## src/rtl/axil_master.sv

```systemverilog
// Single-outstanding AXI4-Lite initiator: turns a cmd/rsp stream into AXI4-Lite
// write and read transactions, with an optional sticky stall watchdog.
module axil_master #(
  parameter int DATA_WIDTH     = 32,
  parameter int ADDR_WIDTH     = 8,
  parameter int TIMEOUT_CYCLES = 256
) (
  input  logic                    m1_axi_aclk,
  input  logic                    m1_axi_aresetn,
  input  logic                    cmd_valid,
  output logic                    cmd_ready,
  input  logic                    cmd_write,
  input  logic [ADDR_WIDTH-1:0]   cmd_addr,
  input  logic [DATA_WIDTH-1:0]   cmd_wdata,
  input  logic [DATA_WIDTH/8-1:0] cmd_wstrb,
  output logic                    rsp_valid,
  input  logic                    rsp_ready,
  output logic                    rsp_write,
  output logic [DATA_WIDTH-1:0]   rsp_rdata,
  output logic [1:0]              rsp_resp,
  output logic                    timeout,
  input  logic                    timeout_clr,
  output logic [ADDR_WIDTH-1:0]   m1_axi_awaddr,
  output logic                    m1_axi_awvalid,
  input  logic                    m1_axi_awready,
  output logic [DATA_WIDTH-1:0]   m1_axi_wdata,
  output logic [DATA_WIDTH/8-1:0] m1_axi_wstrb,
  output logic                    m1_axi_wvalid,
  input  logic                    m1_axi_wready,
  input  logic [1:0]              m1_axi_bresp,
  input  logic                    m1_axi_bvalid,
  output logic                    m1_axi_bready,
  output logic [ADDR_WIDTH-1:0]   m1_axi_araddr,
  output logic                    m1_axi_arvalid,
  input  logic                    m1_axi_arready,
  input  logic [DATA_WIDTH-1:0]   m1_axi_rdata,
  input  logic [1:0]              m1_axi_rresp,
  input  logic                    m1_axi_rvalid,
  output logic                    m1_axi_rready
);

  localparam int STRB_WIDTH = DATA_WIDTH / 8;
  localparam int LSB        = $clog2(STRB_WIDTH);
  localparam logic [ADDR_WIDTH-1:0] ADDR_MASK = ~ADDR_WIDTH'((1 << LSB) - 1);

  typedef enum logic [2:0] {IDLE, WR, WB, RA, RD, RSP} state_t;

  state_t                  state;
  state_t                  state_next;
  logic                    rst_done;
  logic [ADDR_WIDTH-1:0]   addr_q;
  logic [DATA_WIDTH-1:0]   wdata_q;
  logic [STRB_WIDTH-1:0]   wstrb_q;
  logic                    write_q;
  logic [DATA_WIDTH-1:0]   rdata_q;
  logic [1:0]              resp_q;
  logic                    aw_done;
  logic                    w_done;
  logic                    cmd_hs;
  logic                    aw_hs;
  logic                    w_hs;
  logic                    ar_hs;

  // rst_done keeps cmd_ready low while reset is held, even though state is IDLE.
  assign cmd_ready      = (state == IDLE) && rst_done;
  assign cmd_hs         = cmd_valid && cmd_ready;
  assign m1_axi_awvalid = (state == WR) && !aw_done;
  assign m1_axi_wvalid  = (state == WR) && !w_done;
  assign m1_axi_bready  = (state == WB);
  assign m1_axi_arvalid = (state == RA);
  assign m1_axi_rready  = (state == RD);
  assign rsp_valid      = (state == RSP);
  assign aw_hs          = m1_axi_awvalid && m1_axi_awready;
  assign w_hs           = m1_axi_wvalid && m1_axi_wready;
  assign ar_hs          = m1_axi_arvalid && m1_axi_arready;

  assign m1_axi_awaddr  = addr_q;
  assign m1_axi_araddr  = addr_q;
  assign m1_axi_wdata   = wdata_q;
  assign m1_axi_wstrb   = wstrb_q;
  assign rsp_write      = write_q;
  assign rsp_rdata      = rdata_q;
  assign rsp_resp       = resp_q;

  always_ff @(posedge m1_axi_aclk or negedge m1_axi_aresetn) begin
    if (!m1_axi_aresetn) begin
      state <= IDLE;
    end else begin
      state <= state_next;
    end
  end

  always_comb begin
    state_next = state;
    unique case (state)
      IDLE:    if (cmd_hs) state_next = cmd_write ? WR : RA;
      WR:      if ((aw_done || aw_hs) && (w_done || w_hs)) state_next = WB;
      WB:      if (m1_axi_bvalid) state_next = RSP;
      RA:      if (ar_hs) state_next = RD;
      RD:      if (m1_axi_rvalid) state_next = RSP;
      RSP:     if (rsp_ready) state_next = IDLE;
      default: state_next = IDLE;
    endcase
  end

  always_ff @(posedge m1_axi_aclk or negedge m1_axi_aresetn) begin
    if (!m1_axi_aresetn) begin
      rst_done <= 1'b0;
      addr_q   <= '0;
      wdata_q  <= '0;
      wstrb_q  <= '0;
      write_q  <= 1'b0;
      rdata_q  <= '0;
      resp_q   <= '0;
      aw_done  <= 1'b0;
      w_done   <= 1'b0;
    end else begin
      rst_done <= 1'b1;
      if (cmd_hs) begin
        addr_q  <= cmd_addr & ADDR_MASK;
        wdata_q <= cmd_wdata;
        wstrb_q <= cmd_wstrb;
        write_q <= cmd_write;
        aw_done <= 1'b0;
        w_done  <= 1'b0;
      end
      if (aw_hs) aw_done <= 1'b1;
      if (w_hs)  w_done  <= 1'b1;
      if ((state == WB) && m1_axi_bvalid) begin
        resp_q  <= m1_axi_bresp;
        rdata_q <= '0;
      end
      if ((state == RD) && m1_axi_rvalid) begin
        resp_q  <= m1_axi_rresp;
        rdata_q <= m1_axi_rdata;
      end
    end
  end

  generate
    if (TIMEOUT_CYCLES > 0) begin : g_wdog
      localparam int CW = $clog2(TIMEOUT_CYCLES + 1);
      logic [CW-1:0] wait_cnt;
      logic          bus_wait;
      logic          entering;
      logic          fire;

      assign bus_wait = (state == WR) || (state == WB) || (state == RA) || (state == RD);
      assign entering = (state_next != state) &&
                        ((state_next == WR) || (state_next == WB) ||
                         (state_next == RA) || (state_next == RD));
      assign fire     = bus_wait && (wait_cnt == CW'(TIMEOUT_CYCLES - 1));

      // Counter saturates so the flag fires once per phase; the bus keeps waiting.
      always_ff @(posedge m1_axi_aclk or negedge m1_axi_aresetn) begin
        if (!m1_axi_aresetn) begin
          wait_cnt <= '0;
          timeout  <= 1'b0;
        end else begin
          if (entering) begin
            wait_cnt <= '0;
          end else if (bus_wait && (wait_cnt != CW'(TIMEOUT_CYCLES))) begin
            wait_cnt <= wait_cnt + 1'b1;
          end
          if (fire) begin
            timeout <= 1'b1;
          end else if (timeout_clr) begin
            timeout <= 1'b0;
          end
        end
      end
    end else begin : g_no_wdog
      logic unused_timeout_clr;
      assign unused_timeout_clr = timeout_clr;
      assign timeout = 1'b0;
    end
  endgenerate

endmodule

```

## config.mk

```make
export PLATFORM = sky130hd
export DESIGN_NAME = axil_master
export DESIGN_NICKNAME = d
export VERILOG_FILES = /design/src/rtl/axil_master.sv
export SDC_FILE = /design/constraint.sdc
export NUM_CORES = 1
export LEC_CHECK = 0
export ABC_AREA = 1
export BUFFER_PORTS_ARGS = -buffer_cell sky130_fd_sc_hd__buf_2
export CELL_PAD_IN_SITES_DETAIL_PLACEMENT = 1
export CELL_PAD_IN_SITES_GLOBAL_PLACEMENT = 1
export CORE_ASPECT_RATIO = 1.4
export CORE_MARGIN = 10
export CORE_UTILIZATION = 34
export DETAILED_ROUTE_END_ITERATION = 7
export HOLD_SLACK_MARGIN = 0.03
export PLACE_DENSITY = 0.76
export SYNTH_ARGS = -nofsm -noshare
export SYNTH_HDL_FRONTEND = slang
export SYNTH_SLANG_ARGS = --single-unit
export TNS_END_PERCENT = 5
```

## constraint.sdc

```tcl
create_clock -name m1_axi_aclk -period 1.9 [get_ports m1_axi_aclk]
set_input_delay 0.095 -clock m1_axi_aclk [delete_from_list [all_inputs] [get_ports m1_axi_aclk]]
set_output_delay 0.095 -clock m1_axi_aclk [all_outputs]
set_load 0.02 [all_outputs]
```

# Word-level counts from Yosys, hierarchy flattened
# Index checks and enable logic that the tools add are counted.
totals:
  register_bits: 93
  in_bits: 91
  output_inout_bits: 95
  wordCells: 73
classes:
  n_addsub: 1
  n_eq_ne: 12
  n_mux: 19
  reduce_logical: 29
ops:
  columns: ["op", "n"]
  rows:
  - ["32-bit two-way mux", 2]
  - ["3-bit two-way mux", 6]
  - ["9-bit two-way mux", 2]
  - ["3-bit one-hot mux with 6 select lines", 1]
  - ["1-bit logical AND", 13]
  - ["3-bit by 2-bit equality test with 1-bit output (second input constant)", 4]
  - ["2-bit nonzero test", 5]
  - ["9-bit by 1-bit adder with 9-bit output (second input constant)", 1]
  - ["3-bit equality test (second input constant)", 3]
  - ["9-bit by 8-bit equality test with 1-bit output (second input constant)", 1]
  - ["9-bit != test (second input constant)", 1]
  - ["1-bit logical OR", 8]
  - ["3-bit by 1-bit equality test with 1-bit output (second input constant)", 2]
  - ["2-bit two-way mux", 3]
  - ["1-bit two-way mux", 5]
  - ["3-bit logical NOT", 1]
  - ["3-bit != test", 1]
  - ["1-bit logical NOT", 2]

# Longest topological paths before layout
# Gate-level depths: netlist of the first run.
logic_depth:
  depth_word: 13
  depth_mapped: 12
  ltp_nobuf: 11

# Worst setup path after synthesis of the first run
# Ideal clock, no wire load.
synth_timing:
  path_kind: "reg2reg"
  from: "register state[0]"
  to: "register g_wdog.wait_cnt[0]"
  setup_time_ps: 124
  t_arrival_ps: 1386
  required_time_ps: 1776
  setup_slack_ps: 390
  path_stages_with_launch: 10
  path_buffers: 1
  cell_sequence: "dfrtp_1 -> buf_4 -> nor3_4 -> nand2_4 -> nand2_2 -> nor2_2 -> nand3_1 -> nand2_1 -> nand2_2 -> a21oi_1"
synth_lines:
  columns: ["element", "line", "rtl"]
  rows:
  - ["from (decl)", "48", "state_t state;"]
  - ["from (signal assigned)", "89", "state <= state_next;"]
  - ["3-bit by 2-bit equality test with 1-bit output (*)", null, null]
  - ["named net m1_axi_bready", "32", "output logic m1_axi_bready,"]
  - ["3-bit one-hot mux with 6 select lines", "95", "unique case (state)"]
  - ["3-bit by 1-bit equality test with 1-bit output / 3-bit by 2-bit equality test with 1-bit output (equally long branches)", "150", "((state_next == WR) || (state_next == WB) ||"]
  - ["1-bit logical OR (2 in a row)", "150", null]
  - ["1-bit logical OR", "151", "(state_next == RA) || (state_next == RD));"]
  - ["1-bit logical AND", "149", "assign entering = (state_next != state) &&"]
  - ["9-bit two-way mux / 2-bit nonzero test (equally long branches)", null, null]
  - ["to (signal assigned)", "163", "wait_cnt <= wait_cnt + 1'b1;"]
  - ["to (decl)", "143", "logic [CW-1:0] wait_cnt;"]
# The timed path passes the listed nets; every way through them passes the cells marked *.
# A chain may end at the register's enable or synchronous reset.

# Worst setup path after layout of the first run
layout_timing:
  from: "register state[0]"
  to: "register wdata_q[18] (netlist: m1_axi_wdata[18])"
layout_via:
  elab_chain_cells: 3
layout_rtl:
  columns: ["element", "line", "rtl"]
  rows:
  - ["3-bit logical NOT", "65", "assign cmd_ready = (state == IDLE) && rst_done;"]
  - ["1-bit logical AND", "65", null]
  - ["1-bit logical AND", "66", "assign cmd_hs = cmd_valid && cmd_ready;"]
  - ["to (signal assigned)", "121", "wdata_q <= cmd_wdata;"]
  - ["to (decl)", "52", "logic [DATA_WIDTH-1:0] wdata_q;"]
# Every way passes these cells.

==> metrics.cfg, run 1 <==
[floorplan]
dieWidth_um = 112.1
io_pins = 186
core-area_um2 = 11760
rows = 47
die_area_um2 = 16710
start_util = 0.3436
die_height_um = 149

[timing]
min_period_ps = 1704
finalHoldViolCount = 0
setup-violations-final = 0
timing.final.ws_setup_ps = 196.2
slew_violations = 0
tns_ps = 0
fin_skew_ps = 13.25
clock.fmax_mhz = 586.9
grt_setup_unrepaired = no
fin_crit_sh = 0.8967

[synthesis]
synth.area.top_cells = dfrtp_1 (58%), mux2_2 (12%), nand2_1 (8.0%), nand3_1 (5.2%), buf_4 (2.8%)
synthSimpleGateAreaFrac = 0.1833
yosys_register_bits = 93
synth_area_um2 = 4041
yosysUniqueCellTypes = 27
synth_xor_area_frac = 0.01517
synth-compound-area-share = 0.03096
synth_mux_area_frac = 0.1170
synth_top_family_by_area = simple AND/OR/NAND/NOR gates
synth-warning-count = 0
synth_top_area_frac = 0.5759
synth_area_per_cell_um2 = 10.50
ys_seq_area_frac = 0.5759
synthAdderAreaFrac = 0.009288
yosysTopAreaCell = dfrtp_1
synth_cells = 385

[clocking]
cts_sinks = 93
cts_buffers = 9
clkLatencyLatePin_ps = 340
clkSlewWorstSetupHoldPaths_ps = 80
cts_tree = done
cts_buffer_depth = 2
h-tree-depth = 3
cts_root_buffer = clkbuf_16

[critical_path]
critPathArrivalTime_ps = 1920
start_kind = flop
critical_path_class = flop to flop
endpoint_kind = flop
cp_max_fo = 35
required_ps = 2120

[grt]
grt_start_max_net_pins = 47
grt_usage = 0.1700
grt_overflow = 0
antenna_found_initial = 2
grt_pass1_vias = 4193
grt_pass1_wl_um = 22830

[power_and_ir_drop]
p_seq_frac = 0.350
ir_drop_uv = 721.2
power.internal_mw = 5.576
switching_share = 0.4315
p_leak_nw = 3.241
combPwrFrac = 0.461
p_per_area_nw_per_um2 = 1602
power_frac_clock = 0.189
switchingPower_mw = 4.232

[placed_design]
place_ws_ps = 154.2
gp_congestion = 0.8117
portBuffers = 179
place_hpwl_um = 9562

[drt]
final_antenna_net_count = 0
wirelength_um = 14290
drc = 0
drt_first_pass_iters = 4
avgViaCountPerCell = 4.664
via_count = 3680
drt_iter0_markers = 89
routedWlPerCell_um = 18.12

[cells_and_area]
area_growth_pct = 51.49
drive_above_1_share = 0.4156
final_nets = 729

[worst_hold_path]
hold_class = input port to flop

[flow_run]
cap_violations = 0

[status]
run_status = completed

## synth_stat cells
| cell type | instances |
|---|---|
| buf_6 | 1 |
| o21bai_1 | 2 |
| a21oi_1 | 10 |
| buf_2 | 8 |
| conb_1 | 2 |
| nor3_1 | 2 |
| a22oi_1 | 1 |
| nor2_2 | 3 |
| o221ai_1 | 1 |
| buf_1 | 3 |
| inv_2 | 5 |
| o21ai_0 | 7 |
| inv_1 | 20 |
| nand2_4 | 2 |
| ha_1 | 3 |
| xor2_1 | 7 |
| nor3_4 | 1 |
| nand3_2 | 2 |
| nand2_2 | 7 |
| mux2_2 | 42 |
| buf_4 | 15 |
| nand3_1 | 42 |
| nor2_1 | 17 |
| o21ai_2 | 1 |
| nand2_1 | 86 |
| dfrtp_1 | 93 |
| nand4_1 | 2 |
## flip-flops by register name, indices dropped and copies added, names as in the netlist
name / flops
rsp_rdata: 32
rst_done: 1
aw_done: 1
rsp_resp: 2
rsp_write: 1
m1_axi_wdata: 32
g_wdog.wait_cnt: 9
m1_axi_wstrb: 4
m1_axi_araddr: 6
timeout: 1
w_done: 1
state: 3
## routing by layer
| metal | global-route usage | share of wire |
|---|---|---|
| met1 | 0.1591 | 0.34 |
| met2 | 0.3383 | 0.59 |
| met3 | 0.05032 | 0.054 |
| met4 | 0.05471 | 0.020 |
| met5 | 0 | 0 |
## cell families (layout without fill, tap and decap cells)
kind of cell,count (synthesis),count (layout)
compound gates,22,22
fa+ha+maj,3,3
mux,42,42
other cells,2,7
flops,93,93
buf+inv,52,304
xor+xnor,7,7
simple gates,164,164
## final timing paths
| path | endpoint | slack [ps] | start | cells after the start |
|---|---|---|---|---|
| worst max-delay path | m1_axi_wdata[18] | 200 | state[0] | 4 |
| worst min-delay path | rsp_resp[1] | 40 | m1_axi_rresp[1] | 3 |
| worst max register to register | m1_axi_wdata[18] | 200 | state[0] | 4 |
| worst min register to register | rsp_rdata[8] | 500 | rsp_rdata[8] | 2 |
| max in group asynchronous | rsp_rdata[5] | 1040 | m1_axi_aresetn | 3 |
| min in group asynchronous | m1_axi_araddr[5] | 230 | m1_axi_aresetn | 2 |
## critical path, stage by stage, from the launching register on
cell and delay (ps):
dfrtp_1 520, nor2_2 90, nand3_2 130, buf_4 420
mux2_2 410
## what timing repair did
action | CTS | global route
endpoints found under the setup margin | 0 | 4
resized for setup | 0 | 1
endpoints found under the hold margin | 103 | 0
hold buffers | 77 | 0
setup buffers | 0 | 0
## cells in the final DEF, fill, tap and decap left out, types with 9 or more instances in the layout
master | netlist | routed
dlygate4sd3_1 | 0 | 77
a21oi_1 | 10 | 10
mux2_2 | 42 | 42
nand2_1 | 86 | 86
dfrtp_1 | 93 | 92
buf_2 | 8 | 178
inv_1 | 20 | 20
clkbuf_16 | 0 | 9
nor2_1 | 17 | 17
nand3_1 | 42 | 42
## power by group through the flow
stage | registers [mW] | clock network [mW] | logic, mW
after global placement | 3.36 | 0 | 4.26
after CTS | 3.40 | 1.91 | 4.53
after global routing | 3.54 | 2.02 | 4.90
after detailed placement | 3.43 | 0 | 4.39
final | 3.43 | 1.85 | 4.52
after floorplan | 4.36 | 0 | 1.90
## area by class of cell
class                   count  area (um^2)
diodes                      2        5.005
repair buffers            263         1747
multi-input cells         243         1456
fillers                  1360         5639
flip-flops and latches     93         2328
clock buffers               9        225.2
inverters                  25        93.84
well taps                 147        183.9
clock inverters             7        82.58
## through the flow
stage               hold WS, ps  utilization  area, um^2  instances  power [mW]
floorplan                -200.6            -        4053        388       6.259
global placement          49.97       0.4283        5037        694       7.623
detailed placement        55.40       0.4283        5037        694       7.826
CTS                       56.56       0.5200        6116        787       9.851
global route              84.81       0.5205        6122        789       10.47
finish                    41.87       0.5205        6122        789       9.808
Power figures use the tool's default switching activity.
==> run 2: changes to the inputs <==
--- a/config.mk
+++ b/config.mk
@@ -5,16 +5,17 @@
 export SDC_FILE = /design/constraint.sdc
 export NUM_CORES = 1
 export LEC_CHECK = 0
-export ABC_AREA = 1
+export ABC_AREA = 0
 export BUFFER_PORTS_ARGS = -buffer_cell sky130_fd_sc_hd__buf_2
 export CELL_PAD_IN_SITES_DETAIL_PLACEMENT = 1
 export CELL_PAD_IN_SITES_GLOBAL_PLACEMENT = 1
 export CORE_ASPECT_RATIO = 1.4
 export CORE_MARGIN = 10
 export CORE_UTILIZATION = 34
+export CTS_CLUSTER_SIZE = 10
 export DETAILED_ROUTE_END_ITERATION = 7
 export HOLD_SLACK_MARGIN = 0.03
-export PLACE_DENSITY = 0.76
+export PLACE_DENSITY = 0.77
 export SYNTH_ARGS = -nofsm -noshare
 export SYNTH_HDL_FRONTEND = slang
 export SYNTH_SLANG_ARGS = --single-unit
==> run 2 against run 1 <==
  * Clock skew is 5.1 ps lower
  * Maximum frequency is 5.3% lower
  * Largest cell class unchanged
  * Count of clock-buffer cells in the layout is 1 higher
  * Total power is 0.12% lower
  * Design area is 0.22% higher
  * Core utilization is 2.3 points higher
  * Critical path type unchanged
  * Sequential cell count stayed put
  * Area after synthesis is 3.5% lower
  * Worst hold slack better by 3.0 ps
  * Sequential power is 2% lower
  * Critical path depth is 2 higher
  * Global-route usage is 1.0 points higher
==> metrics.cfg, run 2 <==
[critical_path]
required_ps = 2100
ff2ff_path_depth = 6
start_kind = flop
crit_family = compound AO/OA/AOI/OAI gates
crit_cells = 6
slowest_stage = dfrtp_1
crit_end = g_wdog.wait_cnt[8]
cp-startpoint = state[1]
r2r_end = g_wdog.wait_cnt[8]
path_buf_inv = 2
critPathArrivalTime_ps = 2000
critical_path_class = flop to flop
r2r_start = state[1]
reg2reg_slack_ps = 100
cp_max_fo = 9
endpoint_kind = flop
path_common_cell = buf_4
crit_chain = buf_4, nor3b_1, a221oi_1, o41ai_4, buf_4, a311oi_1
cp_slowest_stage_delay_ps = 470

[synthesis]
synth_edf_count = 0
synth_area_per_cell_um2 = 10.13
yosys_register_bits = 93
ys_seq_area_frac = 0.5967
yosysTopAreaCell = dfrtp_1
synthArstFlopShare = 1.000
synth-warning-count = 0
synth_area_um2 = 3900
synthFlopType = dfrtp_1
synth_common_cells = nand2_1 (139), dfrtp_1 (93), a22o_1 (32)
synth_cells = 385
yosysMostFrequentCell = nand2_1
synth.area.top_cells = dfrtp_1 (60%), nand2_1 (13%), a22o_1 (7.2%), buf_4 (1.9%), nor2_1 (1.6%)
yosysUniqueCellTypes = 42
synth_top_area_frac = 0.5967

[placed_design]
place_inst = 698
place_hpwl_um = 9490
portBuffers = 179
place_ws_ps = 38.04
gp_congestion = 0.7684

[timing]
grt_setup_unrepaired = no
timing.final.ws_setup_ps = 100.1
finalHoldViolCount = 0
min_period_ps = 1800
fin_crit_sh = 0.9473
slew_violations = 0
fin_skew_ps = 8.194
tns_ps = 0
timing.hold.ws_ps = 44.89
max_slew_margin = 0.6160
clock.fmax_mhz = 555.6
worst_pin_slew_ps = 568.0
setup-violations-final = 0

[grt]
grt_start_max_net_pins = 53
grt_overflow = 0
grt_usage = 0.1803
grt_pass1_wl_um = 24010
antenna_found_initial = 0
grt_pass1_vias = 4417

[worst_hold_path]
hold_class = input port to flop
min-delay-start = m1_axi_awready

[floorplan]
io_pins = 186
start_util = 0.3457
core-area_um2 = 11280
die_area_um2 = 16210
die_height_um = 146.7
dieWidth_um = 110.5
rows = 46

[drt]
routedWlPerCell_um = 18.74
avgViaCountPerCell = 4.823
via_count = 3820
drt_first_pass_iters = 4
drc = 0
wirelength_um = 14850
final_antenna_net_count = 0
drt_iter0_markers = 92

[power_and_ir_drop]
switchingPower_mw = 4.143
power_frac_clock = 0.199
p_seq_frac = 0.344
power.internal_mw = 5.654
ir_drop_uv = 783.5
p_per_area_nw_per_um2 = 1597
p_leak_nw = 3.273
combPwrFrac = 0.457
switching_share = 0.4229
p_total_mw = 9.797

[clocking]
h-tree-depth = 3
cts_sinks = 93
cts_root_buffer = clkbuf_16
clkSlewWorstSetupHoldPaths_ps = 70
clkLatencyLatePin_ps = 340
cts_tree = done
cts_buffers = 9
cts_buffer_depth = 2

[flow_run]
cap_violations = 0

[status]
run_status = completed

[cells_and_area]
final_cell_mix = buf_2 (178), nand2_1 (139), dfrtp_1 (91)
final_common_cell = buf_2
regArea_um2 = 2330
n_antenna_cell = 0
drive_above_1_share = 0.3380
multiInputGateArea_um2 = 1431
final_cells = 792
n_fill_cell = 1302
final_nets = 737
area_growth_pct = 57.33

==> run 2: cell count changes in the layout (fill, tap and decap cells not counted), moves of 4 or more <==
cell	delta
a21oi_1	-4
mux2_2	-42
nand2_2	-7
inv_2	-5
xnor2_1	+4
inv_1	-16
nand3_1	-37
xor2_1	-6
nand2_1	+53
buf_4	+8
a22o_1	+32
==> run 2: cells by family after synthesis <==
logic type                 after synthesis  share of synthesized area
AOI/OAI and AO/OA                       56                     0.1165
other                                    2                   0.001926
and+or+nand+nor                        189                     0.2105
muxes                                    3                   0.007700
DFF                                     93                     0.5967
adders and majority gates                3                   0.009626
buffers and inverters                   34                    0.04587
xor gates and xnor gates                 5                    0.01123
==> run 2: metrics by stage <==
step                  util  area [um^2]
floorplan                -         3920
global placement    0.4459         5030
detailed placement  0.4459         5030
CTS                 0.5437         6133
global route        0.5439         6136
finish              0.5439         6136
==> run 2: how the worst min path moves through the flow <==
| stage | depth (start not counted) | to | slack, ps |
|---|---|---|---|
| final | 3 | aw_done | 40 |
| after global routing | 3 | rsp_resp[1] | 50 |
| after CTS | 3 | aw_done | 30 |
| after detailed placement | 1 | m1_axi_wdata[22] | -60 |
| after global placement | 1 | m1_axi_wdata[22] | -60 |
| after floorplan | 0 | aw_done | -200 |
==> run 2: routing by layer <==
layer	GRT usage	wire length (um)	share of wire
met5	0	0	0
met4	0.05875	294	0.020
met3	0.06357	1050	0.071
met2	0.3375	7975	0.54
met1	0.1797	5525	0.37
==> run 2: area by class of cell <==
class / instances / area share
inverter: 4 / 0.002447
timing repair buffer: 274 / 0.3026
multi-input combinational: 261 / 0.2333
tap: 144 / 0.02936
clock buffer: 10 / 0.03732
sequential: 93 / 0.3797
clock inverter: 6 / 0.01529
==> run 2: worst register-to-register path: cells and delay by family (launching register included) <==
| kind | cells | cell delay [ps] |
|---|---|---|
| AOI/OAI and AO/OA | 3 | 480 |
| buffers and inverters | 2 | 430 |
| DFF | 1 | 470 |
| and+or+nand+nor | 1 | 290 |
==> run 2: what timing repair did <==
| item | 4_1_cts | 5_1_grt |
|---|---|---|
| endpoints found under the hold margin | 171 | 0 |
| setup buffers | 0 | 0 |
| hold buffers | 78 | 0 |
| gates resized for setup | 0 | 2 |
| endpoints found under the setup margin | 0 | 44 |
==> run 2: power groups by stage <==
stage | combinational [mW] | sequential (mW) | clock (mW)
5_1_grt | 4.87 | 3.49 | 2.08
4_1_cts | 4.49 | 3.34 | 2.00
6_report | 4.47 | 3.37 | 1.95
3_3_place_gp | 4.20 | 3.30 | 0
2_1_floorplan | 1.79 | 4.20 | 0
3_5_place_dp | 4.34 | 3.35 | 0
==> run 3: changes to the inputs <==
--- a/config.mk
+++ b/config.mk
@@ -15,7 +15,8 @@
 export CTS_CLUSTER_SIZE = 10
 export DETAILED_ROUTE_END_ITERATION = 7
 export HOLD_SLACK_MARGIN = 0.03
-export PLACE_DENSITY = 0.77
+export PLACE_DENSITY_LB_ADDON = 0.25
+export SLEW_MARGIN = 20
 export SYNTH_ARGS = -nofsm -noshare
 export SYNTH_HDL_FRONTEND = slang
 export SYNTH_SLANG_ARGS = --single-unit
==> run 3 against run 2 <==
  * Cell count unchanged
  * First-iteration DRC count down 9.8%
  * Register-to-register slack worse by 40 ps
  * Routed wire length shrank 0.99%
  * Critical path type unchanged
  * Largest cell class unchanged
==> metrics.cfg, run 3 (same netlist as run 2, synthesis figures left out) <==
[drt]
final_antenna_net_count = 0
drc = 0
via_count = 3839
drt_first_pass_iters = 4
routedWlPerCell_um = 18.56
avgViaCountPerCell = 4.847
wirelength_um = 14700
drt_iter0_markers = 83

[timing]
grt_setup_unrepaired = yes
max_slew_margin = 0.5012
fin_skew_ps = 13.55
worst_pin_slew_ps = 747.4
tns_ps = 0
clock.fmax_mhz = 544.7
min_period_ps = 1836
finalHoldViolCount = 0
slew_violations = 0
fin_crit_sh = 0.9663
setup-violations-final = 0

[grt]
grt_start_max_net_pins = 44
grt_overflow = 0
antenna_found_initial = 1
grt_usage = 0.1781
grt_pass1_vias = 4401
grt_pass1_wl_um = 23770

[power_and_ir_drop]
p_leak_nw = 3.270
switchingPower_mw = 4.158
p_per_area_nw_per_um2 = 1583
power.internal_mw = 5.537
switching_share = 0.4289
power_frac_clock = 0.190
combPwrFrac = 0.464
p_seq_frac = 0.346
ir_drop_uv = 747.1

[critical_path]
endpoint_kind = flop
critPathArrivalTime_ps = 2040
critical_path_class = flop to flop
required_ps = 2110
path_buf_inv = 2
slowest_stage = dfrtp_1
cp_slowest_stage_delay_ps = 460
cp_max_fo = 34
start_kind = flop
crit_chain = buf_4, nor4bb_4, buf_6, mux2i_1, o21ai_0
crit_family = buffers and inverters

[clocking]
h-tree-depth = 3
cts_buffer_depth = 2
cts_tree = done
cts_buffers = 9
clkSlewWorstSetupHoldPaths_ps = 70
cts_root_buffer = clkbuf_16
cts_sinks = 93
clkLatencyLatePin_ps = 340

[placed_design]
portBuffers = 179
gp_congestion = 0.7972
place_hpwl_um = 9793

[floorplan]
core-area_um2 = 11280
die_height_um = 146.7
io_pins = 186
rows = 46
dieWidth_um = 110.5
die_area_um2 = 16210
start_util = 0.3457

[cells_and_area]
final_nets = 736
n_fill_cell = 1308
drive_above_1_share = 0.3369
final_cell_mix = buf_2 (178), nand2_1 (139), dfrtp_1 (92)
final_common_cell = buf_2
area_growth_pct = 57.04
final_util = 0.5429

[status]
run_status = completed

[worst_hold_path]
hold_class = input port to flop

[flow_run]
cap_violations = 0

-- run 3: changes by cell type in the layout (fill, tap and decap cells not counted), sizes merged --
cell	delta
diode	+1
buf	-2
inv	+2
clkbuf	-1
bufinv	-1
dlygate4sd3	+1
-- run 3: final timing paths --
kind	startpoint	end	slack (ps)	depth (start not counted)
setup / recovery	state[1]	rsp_resp[0]	60	5
hold / removal	m1_axi_rresp[1]	rsp_resp[1]	80	3
setup reg to reg	state[1]	rsp_resp[0]	60	5
hold reg to reg	m1_axi_wdata[10]	m1_axi_wdata[10]	470	2
max in group asynchronous	m1_axi_aresetn	rsp_rdata[31]	1000	3
min in group asynchronous	m1_axi_aresetn	rsp_rdata[19]	270	2
-- run 3: timing repair --
action / in CTS / in global routing
hold buffers: 79 / 0
resized for setup: 1 / 3
hold endpoints to repair: 112 / 0
buffers inserted: 0 / 0
endpoints found under the setup margin: 2 / 70
-- run 3: final cells by class --
cell class,count,area (um^2),area share
sequential,93,2328,0.3802
clock buffer,9,225.2,0.03677
timing repair buffer,273,1859,0.3036
multi-input combinational,261,1436,0.2345
antenna,1,2.502,0.0004086
tap,144,180.2,0.02942
clock inverter,7,77.57,0.01267
inverter,4,15.01,0.002451
-- run 3: power by group through the flow --
stage               sequential, mW  clock (mW)  combinational (mW)
detailed placement            3.36           0                4.35
finish                        3.36        1.85                4.49
global route                  3.47        1.99                4.89
CTS                           3.33        1.89                4.50
floorplan                     4.20           0                1.79
global placement              3.29           0                4.23
-- run 3: worst reg2reg max path: cells and delay by family, from the launching register on --
kind / cells / cell delay [ps]
flops: 1 / 460
mux: 1 / 240
simple gates: 1 / 390
buf+inv: 2 / 530
compound gates: 1 / 100
-- run 3: routing by layer --
metal,vias to the layer above,wire [um],global-route usage
li1,1796,-,-
met1,1895,5393,0.1830
met2,128,7871,0.3224
met3,20,1112,0.06764
met4,0,321,0.06070
met5,-,0,0
-- run 3: metrics by stage --
| step | instance area (um^2) | total power [mW] | std cells | hold slack, ps | setup slack (ps) |
|---|---|---|---|---|---|
| after global routing | 6125 | 10.35 | 792 | 93.78 | -50.40 |
| after detailed placement | 5015 | 7.702 | 696 | 89.01 | -18.10 |
| final | 6125 | 9.695 | 792 | 78.16 | 63.98 |
| after floorplan | 3920 | 5.984 | 388 | -200.6 | 171.7 |
| after CTS | 6112 | 9.713 | 791 | 64.23 | 27.16 |
| after global placement | 5015 | 7.522 | 696 | 89.99 | 44.41 |
